$ cat src/rtl/mem_port_arbiter_if.sv
// Bundle of the fetch, data and memory-port signals shared by the arbiter and its neighbours.
// master = arbiter view, slave = core/memory-side view.
interface mem_port_arbiter_if #(
    parameter int AW = 32,
    parameter int DW = 32
);
    logic              inst_req;
    logic [AW-1:0]     inst_addr;
    logic [DW-1:0]     inst_rdata;
    logic              inst_done;

    logic              data_req;
    logic              data_wr;
    logic [DW/8-1:0]   data_wstrb;
    logic [AW-1:0]     data_addr;
    logic [DW-1:0]     data_wdata;
    logic [DW-1:0]     data_rdata;
    logic              data_done;

    logic              mem_req;
    logic              mem_wr;
    logic [DW/8-1:0]   mem_wstrb;
    logic [AW-1:0]     mem_addr;
    logic [DW-1:0]     mem_wdata;
    logic              mem_addr_ok;
    logic              mem_data_ok;
    logic [DW-1:0]     mem_rdata;

    logic              stall;

    modport master (
        input  inst_req, inst_addr,
        output inst_rdata, inst_done,
        input  data_req, data_wr, data_wstrb, data_addr, data_wdata,
        output data_rdata, data_done,
        output mem_req, mem_wr, mem_wstrb, mem_addr, mem_wdata,
        input  mem_addr_ok, mem_data_ok, mem_rdata,
        output stall
    );

    modport slave (
        output inst_req, inst_addr,
        input  inst_rdata, inst_done,
        output data_req, data_wr, data_wstrb, data_addr, data_wdata,
        input  data_rdata, data_done,
        input  mem_req, mem_wr, mem_wstrb, mem_addr, mem_wdata,
        output mem_addr_ok, mem_data_ok, mem_rdata,
        input  stall
    );
endinterface

$ cat src/rtl/mem_port_arbiter.sv
// Shares one SRAM-like memory port between instruction fetch and data access,
// one outstanding transaction at a time, with round-robin under contention.
module mem_port_arbiter #(
    parameter int AW = 32,
    parameter int DW = 32
) (
    input  logic                 clk,
    input  logic                 rst_n,
    mem_port_arbiter_if.master   io_bus
);
    typedef enum logic [1:0] {S_IDLE, S_REQ, S_WAIT, S_DONE} state_t;

    state_t            r_state;
    logic              r_owner;
    logic              r_last;
    logic              r_mem_req;
    logic              r_mem_wr;
    logic [DW/8-1:0]   r_mem_wstrb;
    logic [AW-1:0]     r_mem_addr;
    logic [DW-1:0]     r_mem_wdata;
    logic [DW-1:0]     r_inst_rdata;
    logic [DW-1:0]     r_data_rdata;
    logic              r_inst_done;
    logic              r_data_done;

    logic              w_grant_data;
    logic              w_capture;

    // Data wins a tie unless it also won the previous transaction.
    assign w_grant_data = io_bus.data_req & (~io_bus.inst_req | ~r_last);

    assign w_capture = ((r_state == S_REQ) & io_bus.mem_addr_ok & io_bus.mem_data_ok) |
                       ((r_state == S_WAIT) & io_bus.mem_data_ok);

    always_ff @(posedge clk or negedge rst_n) begin
        if (!rst_n) begin
            r_state      <= S_IDLE;
            r_owner      <= 1'b0;
            r_last       <= 1'b0;
            r_mem_req    <= 1'b0;
            r_mem_wr     <= 1'b0;
            r_mem_wstrb  <= '0;
            r_mem_addr   <= '0;
            r_mem_wdata  <= '0;
            r_inst_rdata <= '0;
            r_data_rdata <= '0;
            r_inst_done  <= 1'b0;
            r_data_done  <= 1'b0;
        end else begin
            r_inst_done <= 1'b0;
            r_data_done <= 1'b0;

            // Done pulses are raised on entry to DONE so they line up with that state.
            if (w_capture) begin
                if (r_owner) r_data_rdata <= io_bus.mem_rdata;
                else         r_inst_rdata <= io_bus.mem_rdata;
                r_inst_done <= ~r_owner;
                r_data_done <= r_owner;
            end

            case (r_state)
                S_IDLE: begin
                    if (w_grant_data) begin
                        r_owner     <= 1'b1;
                        r_mem_req   <= 1'b1;
                        r_mem_wr    <= io_bus.data_wr;
                        r_mem_wstrb <= io_bus.data_wstrb;
                        r_mem_addr  <= io_bus.data_addr;
                        r_mem_wdata <= io_bus.data_wdata;
                        r_state     <= S_REQ;
                    end else if (io_bus.inst_req) begin
                        r_owner     <= 1'b0;
                        r_mem_req   <= 1'b1;
                        r_mem_wr    <= 1'b0;
                        r_mem_wstrb <= '0;
                        r_mem_addr  <= io_bus.inst_addr;
                        r_mem_wdata <= '0;
                        r_state     <= S_REQ;
                    end
                end
                S_REQ: begin
                    if (io_bus.mem_addr_ok) begin
                        r_mem_req <= 1'b0;
                        r_state   <= io_bus.mem_data_ok ? S_DONE : S_WAIT;
                    end
                end
                S_WAIT: begin
                    if (io_bus.mem_data_ok) r_state <= S_DONE;
                end
                S_DONE: begin
                    r_last  <= r_owner;
                    r_state <= S_IDLE;
                end
                default: r_state <= S_IDLE;
            endcase
        end
    end

    assign io_bus.mem_req    = r_mem_req;
    assign io_bus.mem_wr     = r_mem_wr;
    assign io_bus.mem_wstrb  = r_mem_wstrb;
    assign io_bus.mem_addr   = r_mem_addr;
    assign io_bus.mem_wdata  = r_mem_wdata;
    assign io_bus.inst_rdata = r_inst_rdata;
    assign io_bus.data_rdata = r_data_rdata;
    assign io_bus.inst_done  = r_inst_done;
    assign io_bus.data_done  = r_data_done;

    assign io_bus.stall = (io_bus.inst_req & ~r_inst_done) | (io_bus.data_req & ~r_data_done);
endmodule
$ cat src/flat_wrapper.sv
// flat-port wrapper written by rule: the top's interface ports become plain ports
module mem_port_arbiter_flat 
#(
    parameter int AW = 32,
    parameter int DW = 32
)
  (clk, rst_n, io_bus_inst_req, io_bus_inst_addr, io_bus_inst_rdata, io_bus_inst_done, io_bus_data_req, io_bus_data_wr, io_bus_data_wstrb, io_bus_data_addr, io_bus_data_wdata, io_bus_data_rdata, io_bus_data_done, io_bus_mem_req, io_bus_mem_wr, io_bus_mem_wstrb, io_bus_mem_addr, io_bus_mem_wdata, io_bus_mem_addr_ok, io_bus_mem_data_ok, io_bus_mem_rdata, io_bus_stall);
  mem_port_arbiter_if #(.AW(AW), .DW(DW)) io_bus_i ();
  input  logic clk;
  input  logic rst_n;
  input wire logic [$bits(io_bus_i.inst_req)-1:0] io_bus_inst_req;
  input wire logic [$bits(io_bus_i.inst_addr)-1:0] io_bus_inst_addr;
  output wire logic [$bits(io_bus_i.inst_rdata)-1:0] io_bus_inst_rdata;
  output wire logic [$bits(io_bus_i.inst_done)-1:0] io_bus_inst_done;
  input wire logic [$bits(io_bus_i.data_req)-1:0] io_bus_data_req;
  input wire logic [$bits(io_bus_i.data_wr)-1:0] io_bus_data_wr;
  input wire logic [$bits(io_bus_i.data_wstrb)-1:0] io_bus_data_wstrb;
  input wire logic [$bits(io_bus_i.data_addr)-1:0] io_bus_data_addr;
  input wire logic [$bits(io_bus_i.data_wdata)-1:0] io_bus_data_wdata;
  output wire logic [$bits(io_bus_i.data_rdata)-1:0] io_bus_data_rdata;
  output wire logic [$bits(io_bus_i.data_done)-1:0] io_bus_data_done;
  output wire logic [$bits(io_bus_i.mem_req)-1:0] io_bus_mem_req;
  output wire logic [$bits(io_bus_i.mem_wr)-1:0] io_bus_mem_wr;
  output wire logic [$bits(io_bus_i.mem_wstrb)-1:0] io_bus_mem_wstrb;
  output wire logic [$bits(io_bus_i.mem_addr)-1:0] io_bus_mem_addr;
  output wire logic [$bits(io_bus_i.mem_wdata)-1:0] io_bus_mem_wdata;
  input wire logic [$bits(io_bus_i.mem_addr_ok)-1:0] io_bus_mem_addr_ok;
  input wire logic [$bits(io_bus_i.mem_data_ok)-1:0] io_bus_mem_data_ok;
  input wire logic [$bits(io_bus_i.mem_rdata)-1:0] io_bus_mem_rdata;
  output wire logic [$bits(io_bus_i.stall)-1:0] io_bus_stall;
  assign io_bus_i.inst_req = io_bus_inst_req;
  assign io_bus_i.inst_addr = io_bus_inst_addr;
  assign io_bus_inst_rdata = io_bus_i.inst_rdata;
  assign io_bus_inst_done = io_bus_i.inst_done;
  assign io_bus_i.data_req = io_bus_data_req;
  assign io_bus_i.data_wr = io_bus_data_wr;
  assign io_bus_i.data_wstrb = io_bus_data_wstrb;
  assign io_bus_i.data_addr = io_bus_data_addr;
  assign io_bus_i.data_wdata = io_bus_data_wdata;
  assign io_bus_data_rdata = io_bus_i.data_rdata;
  assign io_bus_data_done = io_bus_i.data_done;
  assign io_bus_mem_req = io_bus_i.mem_req;
  assign io_bus_mem_wr = io_bus_i.mem_wr;
  assign io_bus_mem_wstrb = io_bus_i.mem_wstrb;
  assign io_bus_mem_addr = io_bus_i.mem_addr;
  assign io_bus_mem_wdata = io_bus_i.mem_wdata;
  assign io_bus_i.mem_addr_ok = io_bus_mem_addr_ok;
  assign io_bus_i.mem_data_ok = io_bus_mem_data_ok;
  assign io_bus_i.mem_rdata = io_bus_mem_rdata;
  assign io_bus_stall = io_bus_i.stall;
  mem_port_arbiter #(.AW(AW), .DW(DW)) u_core (.clk(clk), .rst_n(rst_n), .io_bus(io_bus_i));
endmodule
$ cat config.mk
export PLATFORM = sky130hd
export DESIGN_NAME = mem_port_arbiter_flat
export DESIGN_NICKNAME = d
export VERILOG_FILES = /design/src/rtl/mem_port_arbiter_if.sv /design/src/rtl/mem_port_arbiter.sv /design/src/flat_wrapper.sv
export SDC_FILE = /design/constraint.sdc
export NUM_CORES = 1
export LEC_CHECK = 0
export ABC_AREA = 0
export CAP_MARGIN = 20
export CORE_MARGIN = 10
export CORE_UTILIZATION = 30
export CTS_BUF_LIST = sky130_fd_sc_hd__clkbuf_8
export CTS_CLUSTER_SIZE = 20
export DETAILED_ROUTE_END_ITERATION = 12
export GPL_TIMING_DRIVEN = 0
export PLACE_DENSITY = 0.65
export RECOVER_POWER = 100
export SLEW_MARGIN = 20
export SYNTH_ARGS = -nofsm -noshare
export SYNTH_HDL_FRONTEND = slang
export SYNTH_SLANG_ARGS = --single-unit
$ cat constraint.sdc
create_clock -name clk -period 4.4 [get_ports clk]
set_clock_uncertainty 0.15 [all_clocks]
set_input_delay 0.44 -clock clk [delete_from_list [all_inputs] [get_ports clk]]
set_output_delay 0.44 -clock clk [all_outputs]
set_load 0.01 [all_outputs]
==> results of run 1 <==
-- critical path: stages, from the launching register on --
cell                       delay (ns)
sky130_fd_sc_hd__dfrtp_1         0.43
sky130_fd_sc_hd__inv_1           0.12
sky130_fd_sc_hd__ha_1            0.24
sky130_fd_sc_hd__a21oi_1         0.12
sky130_fd_sc_hd__nor3_1          0.69
sky130_fd_sc_hd__clkbuf_1        0.55
sky130_fd_sc_hd__mux2_2          0.41
-- per-stage QoR --
| stage | cell area (sq um) | hold slack [ns] |
|---|---|---|
| after floorplan | 5580 | -0.00559 |
| after global placement | 8620 | 0.314 |
| after detailed placement | 8650 | 0.243 |
| after CTS | 9030 | 0.338 |
| after global routing | 8940 | 0.354 |
| final | 8950 | 0.328 |
-- final cells by class --
cell class / instances / area share [%]
antenna: 1 / 0.0280
buffer: 24 / 1.23
clock buffer: 18 / 2.77
clock inverter: 14 / 1.33
inverter: 7 / 0.294
multi-input combinational: 223 / 20.7
sequential: 140 / 39.2
tap: 229 / 3.20
timing repair buffer: 277 / 31.2
-- report_power, final --
part           switching (mW)  leakage [nW]  internal (mW)
clock                   0.512         0.183          0.461
sequential              0.308          1.73           1.92
combinational            1.23          2.11           1.50
total                    2.05          4.03           3.88
-- registers in the layout (all words and copies together), names as in the netlist --
signal                    cells
u_core.io_bus.data_rdata     32
u_core.io_bus.inst_rdata     32
u_core.io_bus.mem_addr       32
u_core.io_bus.mem_wdata      32
u_core.io_bus.mem_wstrb       4
u_core.r_state                2
u_core.io_bus.data_done       1
u_core.io_bus.inst_done       1
u_core.io_bus.mem_req         1
u_core.io_bus.mem_wr          1
u_core.r_last                 1
u_core.r_owner                1
-- synthesized netlist by cell type, types with 2 or more instances --
| cell | n | area share (%) |
|---|---|---|
| sky130_fd_sc_hd__inv_1 | 5 | 0.34 |
| sky130_fd_sc_hd__a21oi_1 | 3 | 0.27 |
| sky130_fd_sc_hd__buf_2 | 2 | 0.18 |
| sky130_fd_sc_hd__buf_6 | 6 | 1.2 |
| sky130_fd_sc_hd__o21ai_0 | 34 | 3.0 |
| sky130_fd_sc_hd__a21o_1 | 2 | 0.27 |
| sky130_fd_sc_hd__nand2_1 | 33 | 2.2 |
| sky130_fd_sc_hd__mux2i_1 | 32 | 5.7 |
| sky130_fd_sc_hd__a22o_1 | 37 | 5.8 |
| sky130_fd_sc_hd__inv_2 | 2 | 0.13 |
| sky130_fd_sc_hd__mux2_2 | 62 | 13 |
| sky130_fd_sc_hd__dfrtp_1 | 140 | 63 |
| sky130_fd_sc_hd__clkbuf_1 | 4 | 0.27 |
| sky130_fd_sc_hd__buf_4 | 12 | 1.6 |
| sky130_fd_sc_hd__ha_1 | 5 | 1.1 |
| sky130_fd_sc_hd__mux2_1 | 4 | 0.81 |
-- cells by family after synthesis --
logic type,synth area share (%)
buf+inv,3.74
fa+ha+maj,1.12
flops,62.8
simple gates,3.00
mux,19.0
compound gates,10.3
-- routing by layer --
layer | vias up | global-route usage, %
li1 | 2009 | -
met5 | - | 0
met4 | 0 | 4.09
met1 | 2111 | 16.2
met2 | 175 | 25.4
met3 | 12 | 7.10
-- final timing paths --
check                                                    end  cells after the start
worst min register to register    u_core.io_bus.mem_addr[17]                      2
max in group asynchronous        u_core.io_bus.data_rdata[1]                      3
worst max-delay path            u_core.io_bus.inst_rdata[14]                      6
worst max register to register  u_core.io_bus.inst_rdata[14]                      6
min in group asynchronous         u_core.io_bus.mem_addr[13]                      2
worst min-delay path              u_core.io_bus.mem_addr[17]                      2
==> results by stage, run 1 <==
Status:
- The flow ran to the end, and the final reports show no timing, DRC or antenna violations.

Timing:
- Measured against its own limit, the worst slew margin works out to roughly 41%.
- For the pin with the worst max-slew slack, the measured transition is a little under 0.9 ns.
- Setup violations remaining at the end of the flow were counted as 0.
- The final-report hold violation count is 0.
- The post-route fraction of the period consumed by the critical path is between 60 and 70%.
- The worst path meets setup with approximately 1.6 ns of slack.
- The achievable frequency is 354 MHz.
- The number of max-slew violations in the final report came to 0.
- Setup repair after global routing left no endpoint under its margin.
- Adding up every negative setup slack in the final design gives 0 ns.
- The time the worst path needs with I/O delays and setup is 2.82 ns.

Drt:
- The per-cell routed wire length is ~20 um.
- The total routed wirelength is around 19000 um.
- The length of routed met2 wiring is ~9000 um.
- For this block, wires on met1 add up to approximately 7000 um.
- The total iterations of the first detailed-routing run is 4.
- After detailed routing, the number of vias per cell comes to between 4 and 5.
- The number of nets still failing antenna checks after routing is 0.
- The number of vias in the routed layout is roughly 4.3k.
- The uppermost layer routed is met4.
- The number of remaining DRC errors is 0.
- The met3 wire length is between 1500 and 2000 um.
- After the first detailed-routing iteration, the DRC count stood at approximately 130.

Die:
- The die covers 24500 sq um.
- Row generation in the floorplan step produced between 40 and 50 rows.
- From bottom edge to top edge, the die measures 156 um.
- The number of ports placed on the die boundary is ~280.
- The core region is 18100 sq um.
- Once the floorplan was initialized, standard cells occupied between 30% and 40% of the core.
- The horizontal extent of the die is between 150 and 200 um.

Cells and area:
- In the final layout, the share of cells above drive strength 1 is between 10% and 20%.
- The footprint of the flip-flops and latches is 3500 sq um.
- The number of standard cells in the layout, taps in and fillers out is approximately 930.
- The post-synthesis to final-layout area growth is 60.2%.
- In the final layout, the multi-input gates occupy 1860 sq um.
- For this run, the share of the core covered by cells in the final layout is between 40% and 50%.
- The library cells used most frequently in the layout, excluding fill and tap cells, are sky130_fd_sc_hd__dfrtp_1, sky130_fd_sc_hd__dlygate4sd3_1, sky130_fd_sc_hd__clkdlybuf4s50_1.
- After filler insertion, the fill cell instance count of the layout stands at between 1.5k and 2k.
- The most common cell after layout, fill and taps aside is sky130_fd_sc_hd__dfrtp_1.
- For this run, the post-layout net count is roughly 830.

Critical path:
- STA classifies the critical path endpoint as a flop.
- STA classifies the critical path startpoint as a flop.
- Along the worst path, the maximum fanout reaches 10.
- For the worst setup path, the data required time is approximately 4.6 ns.
- The worst register-to-register path begins at u_core.r_state[1].
- Setup slack on the worst reg-to-reg path comes out at between 1.5 and 2 ns.
- The critical path starts at u_core.r_state[1].
- The type of the setup path with the least slack is flop to flop.
- For the worst setup path, the data arrival time is ~3 ns.

Yosys:
- Counting flops with a built-in enable in the synthesized netlist gives 0.
- After synthesis the cells add up to approximately 5600 sq um.
- The net count after synthesis is between 500 and 600.
- Averaged over all synthesized cells, the footprint is 14.2 sq um.
- The share of synthesized area occupied by flip-flops and latches is about 63%.
- In this run, synthesis produced a sequential element count of 140.
- The most used flip-flop cell after synthesis is sky130_fd_sc_hd__dfrtp_1.
- Yosys printed 0 warnings.
- The post-synthesis async set-or-reset flop share is between 90% and 100%.
- The number of distinct library cells after synthesis is 27.
- Synthesis produced slightly below 400 cells.

Min path:
- The startpoint identified for the worst hold timing path is u_core.io_bus.mem_addr[17].
- The path class of the lowest-slack min-delay path is flop to flop.

Global route:
- Entering global routing, the biggest net connects 84 pins.
- The wire length of the first global-routing pass is ~28000 um.
- The number of antenna violations at the first check in global routing is 1.
- The via count of the first global-routing pass is about 4.8k.
- The total global routing overflow is 0.
- Global routing used 14.9% of the available tracks across all layers.

Clock tree:
- The H-tree was split into 4 levels.
- Once the clock tree was built, the resizer swapped 0 gates to a different size.
- The maximum clock path buffer count is 2.
- The clock root buffer master is sky130_fd_sc_hd__clkbuf_8.
- Clock-pin slew was measured on the worst setup and hold paths at around 0.08 ns.
- The count of clock tree sinks is 140.
- Post-CTS timing repair inserted 0 buffers for setup.
- The number of hold buffers added after CTS is 1.
- Counting the buffers created by CTS gives 17.
- The later pin in the worst-skew pair is clocked with a latency of ~0.43 ns.
- The CTS tree is done.

Run:
- Max-cap violations in this run came to 0.

Place:
- Summed over all nets, the half-perimeter wirelength after detailed placement is about 15000 um.
- The total of buffers placed on input and output ports is approximately 280.
- After detailed placement, the design holds a cell count of 899.
- Timing analysis after detailed placement gives a worst setup slack of 1.98 ns.
- The placer congestion estimate is between 0.7 and 0.8.

Pwr:
- In this run the power density over the cells is ~660 nW/um^2.
- Summed over all cells, the static leakage comes to roughly 4 nW.
- IR analysis of the VDD net gives a maximum drop of 0.264 mV.
- Power comes to between 5 and 6 mW.
Power figures use the tool's default switching activity.
==> inputs of run 2 (changes only) <==
--- a/config.mk
+++ b/config.mk
@@ -13,7 +13,7 @@
 export CTS_CLUSTER_SIZE = 20
 export DETAILED_ROUTE_END_ITERATION = 12
 export GPL_TIMING_DRIVEN = 0
-export PLACE_DENSITY = 0.65
+export PLACE_DENSITY = 0.67
 export RECOVER_POWER = 100
 export SLEW_MARGIN = 20
 export SYNTH_ARGS = -nofsm -noshare
==> constraint.sdc (replaced) <==
create_clock -name clk -period 2.5 [get_ports clk]
set_clock_uncertainty 0.15 [all_clocks]
set_input_delay 0.25 -clock clk [delete_from_list [all_inputs] [get_ports clk]]
set_output_delay 0.25 -clock clk [all_outputs]
set_load 0.01 [all_outputs]
==> results by stage, run 2 (synthesized netlist as in run 1, its figures left out) <==
Die:
- The number of ports placed on the die boundary is between 200 and 300.
- The effective utilization at floorplan is around 31%.
- The chip height is around 160 um.
- The die covers around 24000 sq um.
- The number of core rows is 49.
- The die is approximately 160 um wide.
- After floorplanning, the core was sized to cover approximately 18000 sq um.

Pwr:
- The maximum ir drop on the vdd rail is about 0.5 mV.
- The leakage power summed over all cells is 4.09 nW.
- The power consumption is between 10 and 15 mW.
- For this design the ratio of total power to cell area is roughly 1200 nW/um^2.

Drt:
- In this run the remaining antenna-violating nets after routing total 0.
- The via density per instance is approximately 4.6.
- The number of vias in the routed layout is approximately 4.3k.
- The total iterations of the first detailed-routing run is 4.
- The DRC marker count from the first detailed-route iteration is 124.
- In the final routed layout, each cell accounts on average for around 20 um.
- The total routed wirelength is 18700 um.
- The number of remaining DRC errors is 0.

Critical path:
- The highest net fanout along the worst path is 10.
- STA classifies the critical path endpoint as a flop.
- The arrival time of the worst setup path is 2.39 ns.
- The critical path is of the flop to flop type.
- The worst setup path is launched from a flop.
- The data required time at the worst endpoint is 2.66 ns.

Place:
- Summed over all nets, the half-perimeter wirelength after detailed placement is approximately 15000 um.
- The total of buffers placed on input and output ports is between 200 and 300.
- The placer congestion estimate is 0.811.
- Once placement finished, the instance area stood at between 8000 and 9000 sq um.
- The worst setup slack before clock tree synthesis is about 0.29 ns.

Status:
- The run finished with clean final reports.

Clock tree:
- The maximum level of the CTS H-tree is 4.
- The CTS tree is done.
- In this run, CTS created clock tree buffers numbering 17.
- The number of resized instances in the post-cts repair step is 0.
- The count of buffers added by post-CTS timing repair for setup is 0.
- Buffers inserted to repair hold after CTS numbered 1.
- The clock root buffer master is sky130_fd_sc_hd__clkbuf_8.
- The maximum clock path buffer count is 2.
- For the worst-skew pair, the clock arrives at the later sink with an insertion delay of about 0.43 ns.
- The count of clock tree sinks is between 100 and 150.
- The clock-pin slew of the registers on the worst-case setup and hold paths is 0.08 ns.

Timing:
- The slew at the pin closest to its max-slew limit is between 1 and 1.5 ns.
- The count of endpoints failing setup in the final report is 0.
- The worst setup slack after layout is between 0.2 and 0.3 ns.
- Setup repair after global routing left no endpoint under its margin.
- The worst path in the final design needs a cycle of between 2 and 2.5 ns, including I/O delays and setup.
- Summed over all failing endpoints, the final setup total negative slack is 0 ns.
- The final-report hold violation count is 0.
- The achievable frequency is 449 MHz.
- The number of max-slew violations in the final report is 0.
- In this run the tightest slew margin relative to its limit is 25.3%.
- The final critical path takes up between 80% and 90% of the cycle.

Cells and area:
- The post-synthesis to final-layout area growth is 62.0%.
- Of the cells placed in the final design, the portion with a size suffix greater than 1 is approximately 17%.
- With fillers left out, the area of the finished cells amounts to between 9000 and 10000 sq um.
- The most common cell after layout, fill and taps aside is sky130_fd_sc_hd__dfrtp_1.
- The net count of the finished layout is 834.
- The top cell types in the final layout, fill and taps aside, are sky130_fd_sc_hd__dfrtp_1, sky130_fd_sc_hd__dlygate4sd3_1, sky130_fd_sc_hd__clkdlybuf4s50_1.

Min path:
- In this run the worst hold path is classified as input port to flop.

Run:
- Max-cap violations in this run came to 0.

Global route:
- The number of antenna violations at the first check in global routing is 1.
- For this run the aggregate overflow at the end of global routing stands at 0.
- The wire length of the first global-routing pass is about 29000 um.
- The via count of the first global-routing pass was between 4k and 5k.
- Entering global routing, the biggest net connects 79 pins.
- In the global route stage, overall resource usage came out at around 15%.
run 2: changes by cell type in the layout (fill, tap and decap cells not counted), moves of 2 or more:
| cell | change |
|---|---|
| sky130_fd_sc_hd__buf_4 | +3 |
| sky130_fd_sc_hd__buf_6 | +3 |
| sky130_fd_sc_hd__bufinv_16 | +2 |
| sky130_fd_sc_hd__clkbuf_1 | -13 |
| sky130_fd_sc_hd__clkbuf_2 | +7 |
| sky130_fd_sc_hd__clkinv_2 | -2 |
run 2: per-layer routing:
layer  wire length, um  up-vias  track usage (%)
li1                  -     2003                -
met1              7130     2117             16.3
met2              9270      191             26.0
met3              2110       19             7.18
met4               212        0             3.91
met5                 0        -                0
run 2: critical path, cell delays in order (launching register included):
cell and delay (ns):
sky130_fd_sc_hd__dfrtp_1 0.43, sky130_fd_sc_hd__inv_1 0.12, sky130_fd_sc_hd__ha_1 0.23, sky130_fd_sc_hd__a21oi_1 0.14, sky130_fd_sc_hd__nor3_4 0.31, sky130_fd_sc_hd__clkbuf_2 0.35
sky130_fd_sc_hd__mux2_2 0.38
run 2: path summary, 6_finish.rpt:
kind                                            start                      endpoint  slack, ns  depth (start not counted)
max reg2reg                         u_core.r_state[1]  u_core.io_bus.inst_rdata[15]       0.27                          6
min reg2reg                u_core.io_bus.mem_addr[24]    u_core.io_bus.mem_addr[24]       0.33                          2
min                             io_bus_data_wdata[14]   u_core.io_bus.mem_wdata[14]       0.25                          2
max                                 u_core.r_state[1]  u_core.io_bus.inst_rdata[15]       0.27                          6
min in group asynchronous                       rst_n    u_core.io_bus.mem_wdata[9]       0.44                          2
max in group asynchronous                       rst_n  u_core.io_bus.inst_rdata[17]       0.87                          3
run 2: layout make-up:
cell class / instances / area, sq um
inverters: 7 / 26.3
well taps: 229 / 287
plain buffers: 24 / 153
clock inverters: 14 / 169
repair buffers: 277 / 2790
fillers: 1619 / 9100
clock buffers: 18 / 248
flip-flops and latches: 140 / 3500
multi-input cells: 223 / 1870
diodes: 1 / 2.50
run 2: report_power, final:
part	internal [mW]	switching [mW]	total [mW]
Clock	1.01	0.904	1.92
Combinational	2.68	2.16	4.84
Sequential	3.38	0.569	3.95
run 2: stage by stage:
step	hold WS, ns	cells	util [%]
after floorplan	-0.196	394	-
after global placement	0.315	898	47.5
after detailed placement	0.127	899	47.7
after CTS	0.214	932	50.0
after global routing	0.234	932	49.8
final	0.252	933	49.8
